[src/rtl/fetch_stage.sv]
// Instruction fetch stage: fetch PC, single-outstanding imem handshake and the
// IF/ID pipeline register with a one-entry hold buffer for decode stalls.
module fetch_stage #(
    parameter logic [31:0] RESET_PC  = 32'h0000_0000,
    parameter logic [31:0] NOP_INSTR = 32'h0000_0013
) (
    input  logic        clk,
    input  logic        rst_n,
    input  logic [31:0] PCF_bar,
    input  logic        PCSrcE,
    input  logic        StallD,
    input  logic        FlushD,
    output logic [31:0] PCF,
    output logic [31:0] PCPlus4F,
    output logic        imem_req,
    output logic [31:0] imem_addr,
    input  logic        imem_gnt,
    input  logic        imem_rvalid,
    input  logic [31:0] imem_rdata,
    output logic [31:0] InstrD,
    output logic [31:0] PCD,
    output logic [31:0] PCPlus4D,
    output logic        ValidD
);

    typedef enum logic [1:0] {
        ST_REQ  = 2'b00,
        ST_WAIT = 2'b01,
        ST_HOLD = 2'b10
    } state_t;

    state_t      r_state;
    state_t      w_state_nxt;
    logic [31:0] r_pcf;
    logic [31:0] w_pcf_nxt;
    logic        r_squash;
    logic        w_squash_nxt;
    logic        w_hold_cap;
    logic        w_load_mem;
    logic        w_load_hold;
    logic [31:0] w_pc_target;
    logic [31:0] w_pcplus4;
    logic [31:0] r_hold_instr;
    logic [31:0] r_hold_pc;
    logic [31:0] r_hold_pc4;
    logic [31:0] r_instr_d;
    logic [31:0] r_pc_d;
    logic [31:0] r_pc4_d;
    logic        r_valid_d;

    assign w_pc_target = {PCF_bar[31:2], 2'b00};
    assign w_pcplus4   = r_pcf + 32'd4;

    assign PCF       = r_pcf;
    assign PCPlus4F  = w_pcplus4;
    assign imem_addr = r_pcf;
    assign imem_req  = (r_state == ST_REQ);
    assign InstrD    = r_instr_d;
    assign PCD       = r_pc_d;
    assign PCPlus4D  = r_pc4_d;
    assign ValidD    = r_valid_d;

    // Fetch FSM: next state, next PC, squash flag and IF/ID load strobes
    always_comb begin
        w_state_nxt  = r_state;
        w_pcf_nxt    = r_pcf;
        w_squash_nxt = r_squash;
        w_hold_cap   = 1'b0;
        w_load_mem   = 1'b0;
        w_load_hold  = 1'b0;
        case (r_state)
            ST_REQ: begin
                // A redirect granted in the same cycle leaves the old address in flight
                if (imem_gnt) begin
                    w_state_nxt  = ST_WAIT;
                    w_squash_nxt = PCSrcE;
                end else begin
                    w_state_nxt  = ST_REQ;
                end
                if (PCSrcE) begin
                    w_pcf_nxt = w_pc_target;
                end else begin
                    w_pcf_nxt = r_pcf;
                end
            end
            ST_WAIT: begin
                if (imem_rvalid) begin
                    if (r_squash || PCSrcE) begin
                        w_squash_nxt = 1'b0;
                        w_state_nxt  = ST_REQ;
                        w_pcf_nxt    = PCSrcE ? w_pc_target : r_pcf;
                    end else if (!StallD) begin
                        w_load_mem  = 1'b1;
                        w_pcf_nxt   = w_pc_target;
                        w_state_nxt = ST_REQ;
                    end else begin
                        w_hold_cap  = 1'b1;
                        w_state_nxt = ST_HOLD;
                    end
                end else if (PCSrcE) begin
                    w_pcf_nxt    = w_pc_target;
                    w_squash_nxt = 1'b1;
                end else begin
                    w_state_nxt = ST_WAIT;
                end
            end
            ST_HOLD: begin
                if (PCSrcE) begin
                    w_pcf_nxt   = w_pc_target;
                    w_state_nxt = ST_REQ;
                end else if (!StallD) begin
                    w_load_hold = 1'b1;
                    w_pcf_nxt   = w_pc_target;
                    w_state_nxt = ST_REQ;
                end else begin
                    w_state_nxt = ST_HOLD;
                end
            end
            default: begin
                w_state_nxt  = ST_REQ;
                w_squash_nxt = 1'b0;
            end
        endcase
    end

    // Fetch state, PC and squash registers
    always_ff @(posedge clk or negedge rst_n) begin
        if (!rst_n) begin
            r_state  <= ST_REQ;
            r_pcf    <= RESET_PC;
            r_squash <= 1'b0;
        end else begin
            r_state  <= w_state_nxt;
            r_pcf    <= w_pcf_nxt;
            r_squash <= w_squash_nxt;
        end
    end

    // Hold buffer for a response that arrives while decode is stalled
    always_ff @(posedge clk or negedge rst_n) begin
        if (!rst_n) begin
            r_hold_instr <= 32'h0000_0000;
            r_hold_pc    <= 32'h0000_0000;
            r_hold_pc4   <= 32'h0000_0000;
        end else if (w_hold_cap) begin
            r_hold_instr <= imem_rdata;
            r_hold_pc    <= r_pcf;
            r_hold_pc4   <= w_pcplus4;
        end
    end

    // IF/ID register: flush beats stall beats load; otherwise insert a bubble
    always_ff @(posedge clk or negedge rst_n) begin
        if (!rst_n) begin
            r_instr_d <= NOP_INSTR;
            r_pc_d    <= 32'h0000_0000;
            r_pc4_d   <= 32'h0000_0000;
            r_valid_d <= 1'b0;
        end else if (FlushD || PCSrcE) begin
            r_instr_d <= NOP_INSTR;
            r_pc_d    <= 32'h0000_0000;
            r_pc4_d   <= 32'h0000_0000;
            r_valid_d <= 1'b0;
        end else if (StallD) begin
            r_valid_d <= r_valid_d;
        end else if (w_load_mem) begin
            r_instr_d <= imem_rdata;
            r_pc_d    <= r_pcf;
            r_pc4_d   <= w_pcplus4;
            r_valid_d <= 1'b1;
        end else if (w_load_hold) begin
            r_instr_d <= r_hold_instr;
            r_pc_d    <= r_hold_pc;
            r_pc4_d   <= r_hold_pc4;
            r_valid_d <= 1'b1;
        end else begin
            r_instr_d <= NOP_INSTR;
            r_valid_d <= 1'b0;
        end
    end

endmodule

[config.mk]
export PLATFORM = sky130hd
export DESIGN_NAME = fetch_stage
export DESIGN_NICKNAME = d
export VERILOG_FILES = /design/src/rtl/fetch_stage.sv
export SDC_FILE = /design/constraint.sdc
export NUM_CORES = 1
export LEC_CHECK = 0
export BUFFER_PORTS_ARGS = -buffer_cell sky130_fd_sc_hd__buf_2
export CAP_MARGIN = 10
export CORE_MARGIN = 10
export CORE_UTILIZATION = 54
export DETAILED_ROUTE_END_ITERATION = 10
export MAX_ROUTING_LAYER = met4
export PLACE_DENSITY = 0.81
export SETUP_SLACK_MARGIN = 0.1
export SLEW_MARGIN = 20
export SYNTH_ARGS = -nofsm -noshare
export SYNTH_HDL_FRONTEND = slang
export SYNTH_SLANG_ARGS = --single-unit
[constraint.sdc]
create_clock -name clk -period 3.5 [get_ports clk]
set_clock_uncertainty 0.2 [all_clocks]
set_input_delay 0.875 -clock clk [delete_from_list [all_inputs] [get_ports clk]]
set_output_delay 0.875 -clock clk [all_outputs]
set_load 0.02 [all_outputs]
# Word-level counts from Yosys, hierarchy flattened
# Cells that the tools add are included.
dict set report op_classes {
  addsub 1
  n_mul 0
  div 0
  order_cmp 0
  eq_ne 7
  shift 0
  n_mux 44
  bitwise_logic 1
  reduce_logical 7
}
# cell n
set ops {}
lappend ops {{32-bit two-way mux} 17}
lappend ops {{32-bit case mux with 3 select lines} 1}
lappend ops {{32-bit by 3-bit adder with 32-bit output (second input constant)} 1}
lappend ops {{1-bit two-way mux} 19}
lappend ops {{2-bit two-way mux} 5}
lappend ops {{3-bit inequality test (second input constant)} 3}
lappend ops {{2-bit case mux with 3 select lines} 1}
lappend ops {{3-bit nonzero test} 2}
lappend ops {{2-bit by 1-bit inequality test with 1-bit output (second input constant)} 2}
lappend ops {{4-bit AND reduction} 1}
lappend ops {{1-bit case mux with 3 select lines} 1}
lappend ops {{2-bit by 1-bit == test with 1-bit output (second input constant)} 1}
lappend ops {{2-bit == test (second input constant)} 1}
lappend ops {{2-bit logical NOT} 1}
lappend ops {{1-bit logical OR} 2}
lappend ops {{2-bit AND reduction} 1}
lappend ops {{1-bit inverter} 1}
dict set report totals {
  regBits 228
  latch_bits 0
  ramBits 0
  romBits 0
  input_bits 71
  output_inout_bits 194
  n_memories 0
}

# Longest topological paths before layout
# Gate-level depths: netlist of the first run.
dict set report logic_depth {
  word_depth 7
  ltp_mapped 9
  depth_no_buf 7
}

# Worst setup path after synthesis of the first run
# OpenSTA, ideal clock, no wires.
dict set report synth_timing {
  path_type {register to output}
  start {register r_pcf[2] (netlist: PCF[2])}
  end {output port PCPlus4F[26]}
  t_arrival_ns 2.078
  required_ns 2.425
  path_slack_ns 0.347
  path_stages_with_launch 8
  cell_sequence {dfrtp_1 -> ha_1 -> nand4_1 -> or4_1 -> buf_4 -> nor3_2 -> xnor2_1 -> inv_1}
}
dict set report synth_between {
  elab_chain_len 1
}
# element line
set synth_lines {}
lappend synth_lines {{start, declared} 34} ;# logic [31:0] r_pcf;
lappend synth_lines {{start signal, assigned} 134} ;# r_pcf <= w_pcf_nxt;
lappend synth_lines {{32-bit by 3-bit adder with 32-bit output} 52} ;# assign w_pcplus4 = r_pcf + 32'd4;
lappend synth_lines {{end, declared} 14} ;# output logic [31:0] PCPlus4F,
# No other way between the ends.

# Worst setup path in the final report of the first run
dict set report layout_timing {
  start {register r_pcf[2] (netlist: PCF[2])}
  end {output port PCPlus4F[30]}
}
# Same word-level chain as after synthesis.

==> flow_metrics.env, run 1 <==
export IMPL_cp_max_fo=5
export IMPL_die_w_um=161.1
export IMPL_syn_instance_count=1042
export IMPL_drtIter0Drc=887
export IMPL_layout_drive_gt1_share=0.3826
export IMPL_critPathLaunchType="flop"
export IMPL_postRouteAntennaNets=0
export IMPL_utilization=0.6836
export IMPL_worst_pin_slew_ps=759.6
export IMPL_rows=51
export IMPL_ff_latch_area_um2=5613
export IMPL_io_pins=265
export IMPL_die_area_um2=25950
export IMPL_clk_latency_ps=520
export IMPL_ir_worst_vdd_mv=0.3541
export IMPL_fp_dieH_um=161.1
export IMPL_cp_required_ps=2420
export IMPL_relSlewSlack=0.4893
export IMPL_place_gp_congestion=0.8578
export IMPL_final_nets=1332
export IMPL_yosysTopAreaCellShare=0.5146
export IMPL_vias_per_cell=5.972
export IMPL_period_needed_ps=3503
export IMPL_fin_crit_sh=1.001
export IMPL_synthTopCellsByCount="dfrtp_1 (221), nand2_1 (125), nor2_1 (106)"
export IMPL_cts_tree="yes"
export IMPL_fp_coreArea_um2=19530
export IMPL_ys_dominant_reg_cell="dfrtp_1"
export IMPL_io_buffers=262
export IMPL_post_synth_top_count_cell="dfrtp_1"
export IMPL_grt_usage=0.2489
export IMPL_grt_ovfl_total=0
export IMPL_ys_seq_area_frac=0.5219
export IMPL_endpoint_kind="primary output"
export IMPL_hold_violations=0
export IMPL_dp_cells=1485
export IMPL_rsz0062_at_grt="true"
export IMPL_cellPowerDensity_nw_per_um2=673.8
export IMPL_cts_buffers=24
export IMPL_cts_max_level=1
export IMPL_ys_async_sr_fraction=1.000
export IMPL_grt_max_degree=83
export IMPL_synthTopCellsByArea="dfrtp_1 (51%), mux2_2 (9.3%), nand2_1 (4.4%), nor2_1 (3.7%), a311oi_1 (3.2%)"
export IMPL_nFillCells=1498
export IMPL_num_vias=9263
export IMPL_worst_slack_ps=-3.054
export IMPL_maxSlewViolCount=0
export IMPL_cts_buffer_depth=3
export IMPL_fmax_mhz=285.5
export IMPL_yosysTopAreaCell="dfrtp_1"
export IMPL_grt_pass1_wl_um=51400
export IMPL_worstSetupPathType="flop to primary output"
export IMPL_wl_per_cell_um=21.34
export IMPL_p_total_mw=8.994
export IMPL_cts_clk_slew_worst_paths_ps=60
export IMPL_multiInputGateArea_um2=4623
export IMPL_ys_types=52
export IMPL_stdcell_count=1551
export IMPL_cts_sinks=224
export IMPL_synth_edf_count=0
export IMPL_status="finished with violations"
export IMPL_drtPass1Iterations=7
export IMPL_grt_pass1_vias=9167
export IMPL_ys_warn_count=0
export IMPL_synth_area_um2=10750
export IMPL_failed_checks="negative setup slack"
export IMPL_drc_errors=0
export IMPL_p_leak_nw=6.577
export IMPL_ys_ff_latch=224
export IMPL_crit_arrival_ps=2430
export IMPL_setup_viol=1
export IMPL_routed_wl_um=33110
export IMPL_postSynthNetCount=1119
export IMPL_initial_utilization=0.5504
export IMPL_dpl_hpwl_um=22180
export IMPL_drv_cap=0
export IMPL_area_growth_synth_to_final_pct=24.19
export IMPL_syn_avg_cell_area_um2=10.31
export IMPL_root_buffer="clkbuf_16"
export IMPL_min_path_type="input pin to async pin"
export IMPL_antenna_found_initial=13
==> cell usage in the layout (no fill, tap or decap), types with 3 or more instances in the layout <==
cell and count:
o211ai_1 5, buf_2 256, dfstp_2 3, nand3_1 11, nor2_1 103, nor3_2 3
clkbuf_16 25, dfrtp_1 218, nor3b_1 28, o22ai_1 3, nand3_4 3, a221o_1 28
ha_1 5, buf_4 48, a222oi_1 29, nor2_2 3, mux2_2 89, xnor2_1 6
buf_12 8, and3_1 7, nand2_1 123, xor2_2 9, clkbuf_1 13, buf_6 5
o21ai_1 4, a21oi_1 50, dfrtp_2 3, nand4_1 7, xnor2_2 5, o21ai_0 44
clkbuf_8 3, diode_2 13, a31oi_1 5, nor3_1 3, a311oi_1 39, inv_1 30
xor2_1 7, nor4_4 4
==> path summary, 6_finish.rpt <==
path	start	to	slack [ps]	depth (start not counted)
max in group asynchronous	rst_n	PCF[19]$_DFFE_PN0P_	2170	2
worst max-delay path	PCF[2]$_DFFE_PN0P_	PCPlus4F[30]	-3	7
worst min-delay path	rst_n	InstrD[6]$_DFFE_PN0P_	150	1
worst min register to register	r_hold_pc4[19]$_DFFE_PN0P_	r_hold_pc4[19]$_DFFE_PN0P_	280	2
min in group clk	r_hold_pc4[19]$_DFFE_PN0P_	r_hold_pc4[19]$_DFFE_PN0P_	280	2
worst max register to register	r_state[1]$_DFFE_PN0P_	r_hold_pc[21]$_DFFE_PN0P_	920	6
==> metal layers <==
layer / routed length, um / track usage / vias up
li1: - / - / 4106
met1: 13080 / 0.3043 / 4607
met2: 15990 / 0.3925 / 487
met3: 3288 / 0.06914 / 63
met4: 745 / 0.08354 / 0
met5: 0 / - / -
==> final cells by class <==
class	count	share of cell area
Inverter	31	0.008718
Antenna cell	13	0.002437
Clock buffer	41	0.05362
Multi-Input combinational cell	656	0.3464
Clock inverter	3	0.003187
Timing Repair Buffer	318	0.1403
Tap cell	265	0.02484
Sequential cell	224	0.4205
==> repair_timing <==
action / 4_1_cts / 5_1_grt
hold buffers: 0 / 0
setup endpoints to repair: 16 / 20
gates resized for setup: 24 / 20
pin swaps: 5 / 8
setup buffers: 2 / 7
==> where the power goes <==
group	internal, mW	switching, mW	total (mW)
Sequential	3.22	0.446	3.67
Combinational	1.11	1.74	2.85
Clock	1.46	1.02	2.48
Total	5.79	3.20	8.99
==> metrics by stage <==
| step | TNS (ps) | hold slack, ps | setup slack [ps] | instance area (um2) |
|---|---|---|---|---|
| detailed placement | 0 | 267.6 | 183.9 | 12250 |
| global placement | 0 | 259.5 | 247.5 | 12250 |
| CTS | 0 | 177.7 | 1.312 | 13170 |
| finish | -3.054 | 145.3 | -3.054 | 13350 |
| floorplan | 0 | 246.0 | 346.9 | 10750 |
| global route | -314.2 | 191.2 | -93.79 | 13350 |
==> cells by family (layout without fill, tap and decap cells) <==
| group | Yosys count | after routing | share of synthesized area |
|---|---|---|---|
| AO/OA/AOI/OAI | 217 | 217 | 0.1465 |
| XOR/XNOR | 27 | 27 | 0.02200 |
| adder cells (fa/ha/maj) | 6 | 6 | 0.006985 |
| buffers and inverters | 162 | 393 | 0.07171 |
| flip-flops | 224 | 224 | 0.5219 |
| multiplexers | 89 | 89 | 0.09325 |
| other | 0 | 13 | 0 |
| AND/OR/NAND/NOR | 317 | 317 | 0.1377 |
==> flip-flops by register name (all words and copies together), names as in the netlist <==
signal and count:
PCF 32, PCD 32, r_squash 1, r_hold_pc 32, ValidD 1, PCPlus4D 30
r_hold_pc4 30, r_state 2, InstrD 32, r_hold_instr 32
==> worst max-delay path, stage by stage, from the launching register on <==
cell and delay [ps]:
dfrtp_1 400, ha_4 190, nand4_1 150, or4_4 550
nor4_4 220, xnor2_2 180, inv_1 60, buf_2 160
No activity file was read; power rests on OpenSTA's default activity.
==> run 2, diff against run 1 <==
--- a/config.mk
+++ b/config.mk
@@ -9,11 +9,12 @@
 export CAP_MARGIN = 10
 export CORE_MARGIN = 10
 export CORE_UTILIZATION = 54
+export CTS_BUF_LIST = sky130_fd_sc_hd__clkbuf_16
 export DETAILED_ROUTE_END_ITERATION = 10
 export MAX_ROUTING_LAYER = met4
 export PLACE_DENSITY = 0.81
 export SETUP_SLACK_MARGIN = 0.1
-export SLEW_MARGIN = 20
+export SLEW_MARGIN = 5
 export SYNTH_ARGS = -nofsm -noshare
 export SYNTH_HDL_FRONTEND = slang
 export SYNTH_SLANG_ARGS = --single-unit
==> flow_metrics.env, run 2 (synthesis gave the netlist of run 1 again) <==
export IMPL_root_buffer="clkbuf_16"
export IMPL_crit_reg2reg_launch="r_state[1]$_DFFE_PN0P_"
export IMPL_cts_max_level=1
export IMPL_cts_tree="yes"
export IMPL_clk_latency_ps=520
export IMPL_grt_ovfl_total=0
export IMPL_crit_arrival_ps=2430
export IMPL_cellPowerDensity_nw_per_um2=668.3
export IMPL_worst_pin_slew_ps=793.1
export IMPL_period_needed_ps=3502
export IMPL_r2r_end="r_hold_pc[21]$_DFFE_PN0P_"
export IMPL_grt_usage=0.2488
export IMPL_status="finished with violations"
export IMPL_hold_slack_ps=148.1
export IMPL_cts_clk_slew_worst_paths_ps=70
export IMPL_relSlewSlack=0.4667
export IMPL_vias_per_cell=5.968
export IMPL_dpl_hpwl_um=22180
export IMPL_routed_wl_um=33190
export IMPL_die_area_um2=25950
export IMPL_area_growth_synth_to_final_pct=24.14
export IMPL_cts_sinks=224
export IMPL_rsz0062_at_grt="true"
export IMPL_layout_drive_gt1_share=0.3824
export IMPL_worst_slack_ps=-1.876
export IMPL_final_nets=1335
export IMPL_drv_cap=0
export IMPL_cts_buffer_depth=3
export IMPL_fin_crit_sh=1.001
export IMPL_min_path_type="input pin to async pin"
export IMPL_ff2ff_setup_slack_ps=930
export IMPL_postRouteAntennaNets=0
export IMPL_grtUsageMet1=0.3044
export IMPL_endpoint_kind="primary output"
export IMPL_p_leak_nw=6.632
export IMPL_maxSlewViolCount=0
export IMPL_initial_utilization=0.5504
export IMPL_hold_violations=0
export IMPL_setup_viol=1
export IMPL_die_w_um=161.1
export IMPL_busiest_layer="met2"
export IMPL_grt_pass1_vias=9147
export IMPL_drc_errors=0
export IMPL_cp_slowest_cell="or4_4"
export IMPL_io_buffers=262
export IMPL_fp_dieH_um=161.1
export IMPL_cp_max_fo=5
export IMPL_layout_common_cells="buf_2 (256), dfrtp_1 (218), nand2_1 (123), nor2_1 (103), mux2_2 (89)"
export IMPL_tns_ps=-1.876
export IMPL_grt_pass1_wl_um=51380
export IMPL_wl_per_cell_um=21.36
export IMPL_drtPass1Iterations=6
export IMPL_cp_cell_sequence="ha_4 -> nand4_1 -> or4_4 -> nor4_4 -> xnor2_2 -> inv_1 -> buf_2"
export IMPL_cts_buffers=24
export IMPL_grt_use_met2=0.3927
export IMPL_nFillCells=1499
export IMPL_ir_worst_vdd_mv=0.3536
export IMPL_critPathLaunchType="flop"
export IMPL_fp_coreArea_um2=19530
export IMPL_fmax_mhz=285.6
export IMPL_failed_checks="negative setup slack"
export IMPL_multiInputGateArea_um2=4626
export IMPL_reg2reg_depth=6
export IMPL_rows=51
export IMPL_worstSetupPathType="flop to primary output"
export IMPL_cp_required_ps=2420
export IMPL_grt_use_met3=0.06863
export IMPL_antenna_found_initial=13
export IMPL_cp_slowest_stage_delay_ps=550
export IMPL_num_vias=9274
export IMPL_grt_max_degree=83
export IMPL_ff_latch_area_um2=5613
export IMPL_io_pins=265
export IMPL_layout_commonest_cell="buf_2"
export IMPL_drtIter0Drc=874
export IMPL_place_gp_congestion=0.8578
[run 2: how the worst max path moves through the flow]
stage,depth (start not counted),slack (ps),startpoint,endpoint
2_1_floorplan,7,350,PCF[2]$_DFFE_PN0P_,PCPlus4F[26]
3_3_place_gp,7,250,PCF[2]$_DFFE_PN0P_,PCPlus4F[30]
3_5_place_dp,7,180,PCF[3]$_DFFE_PN0P_,PCPlus4F[30]
4_1_cts,6,2,PCF[13]$_DFFE_PN0P_,PCPlus4F[30]
5_1_grt,7,-90,PCF[2]$_DFFE_PN0P_,PCPlus4F[30]
6_report,7,-2,PCF[2]$_DFFE_PN0P_,PCPlus4F[30]
[run 2: what timing repair did]
item / CTS / global route
endpoints found under the hold margin: 0 / 0
hold buffers: 0 / 0
buffers inserted: 2 / 10
pin swaps: 5 / 8
resized for setup: 24 / 20
setup endpoints to repair: 16 / 20
[run 2: routing by layer]
metal  vias up  wire length [um]
li1       4122                 -
met1      4621             13110
met2       468             16110
met3        63              3248
met4         0               724
met5         -                 0
[run 2: where the power goes]
| group | total [mW] | internal [mW] | switching, mW |
|---|---|---|---|
| Clock | 2.38 | 1.35 | 1.03 |
| Combinational | 2.89 | 1.13 | 1.76 |
| Sequential | 3.65 | 3.22 | 0.432 |
| Total | 8.92 | 5.70 | 3.21 |
[run 2: through the flow]
step | instances | setup WS [ps] | util | total power [mW] | cell area (um2)
after floorplan | 1042 | 346.9 | - | 5.453 | 10750
after global placement | 1485 | 247.5 | 0.6275 | 6.308 | 12250
after detailed placement | 1485 | 183.9 | 0.6275 | 6.415 | 12250
after CTS | 1531 | 2.260 | 0.6728 | 8.850 | 13140
after global routing | 1554 | -93.88 | 0.6833 | 9.346 | 13340
final | 1554 | -1.876 | 0.6833 | 8.917 | 13340
[run 2: worst max-delay path: cells and delay by family, from the launching register on]
| family | cells | cell delay, ps |
|---|---|---|
| xor+xnor | 1 | 180 |
| fa+ha+maj | 1 | 190 |
| buf+inv | 2 | 220 |
| flops | 1 | 400 |
| simple gates | 3 | 920 |
[run 2: final cells by class]
class,count,share of cell area
clock buffer,25,0.04689
multi-input combinational,656,0.3467
clock inverter,19,0.007689
inverter,31,0.008721
tap,265,0.02485
timing repair buffer,321,0.1421
antenna,13,0.002438
sequential,224,0.4207
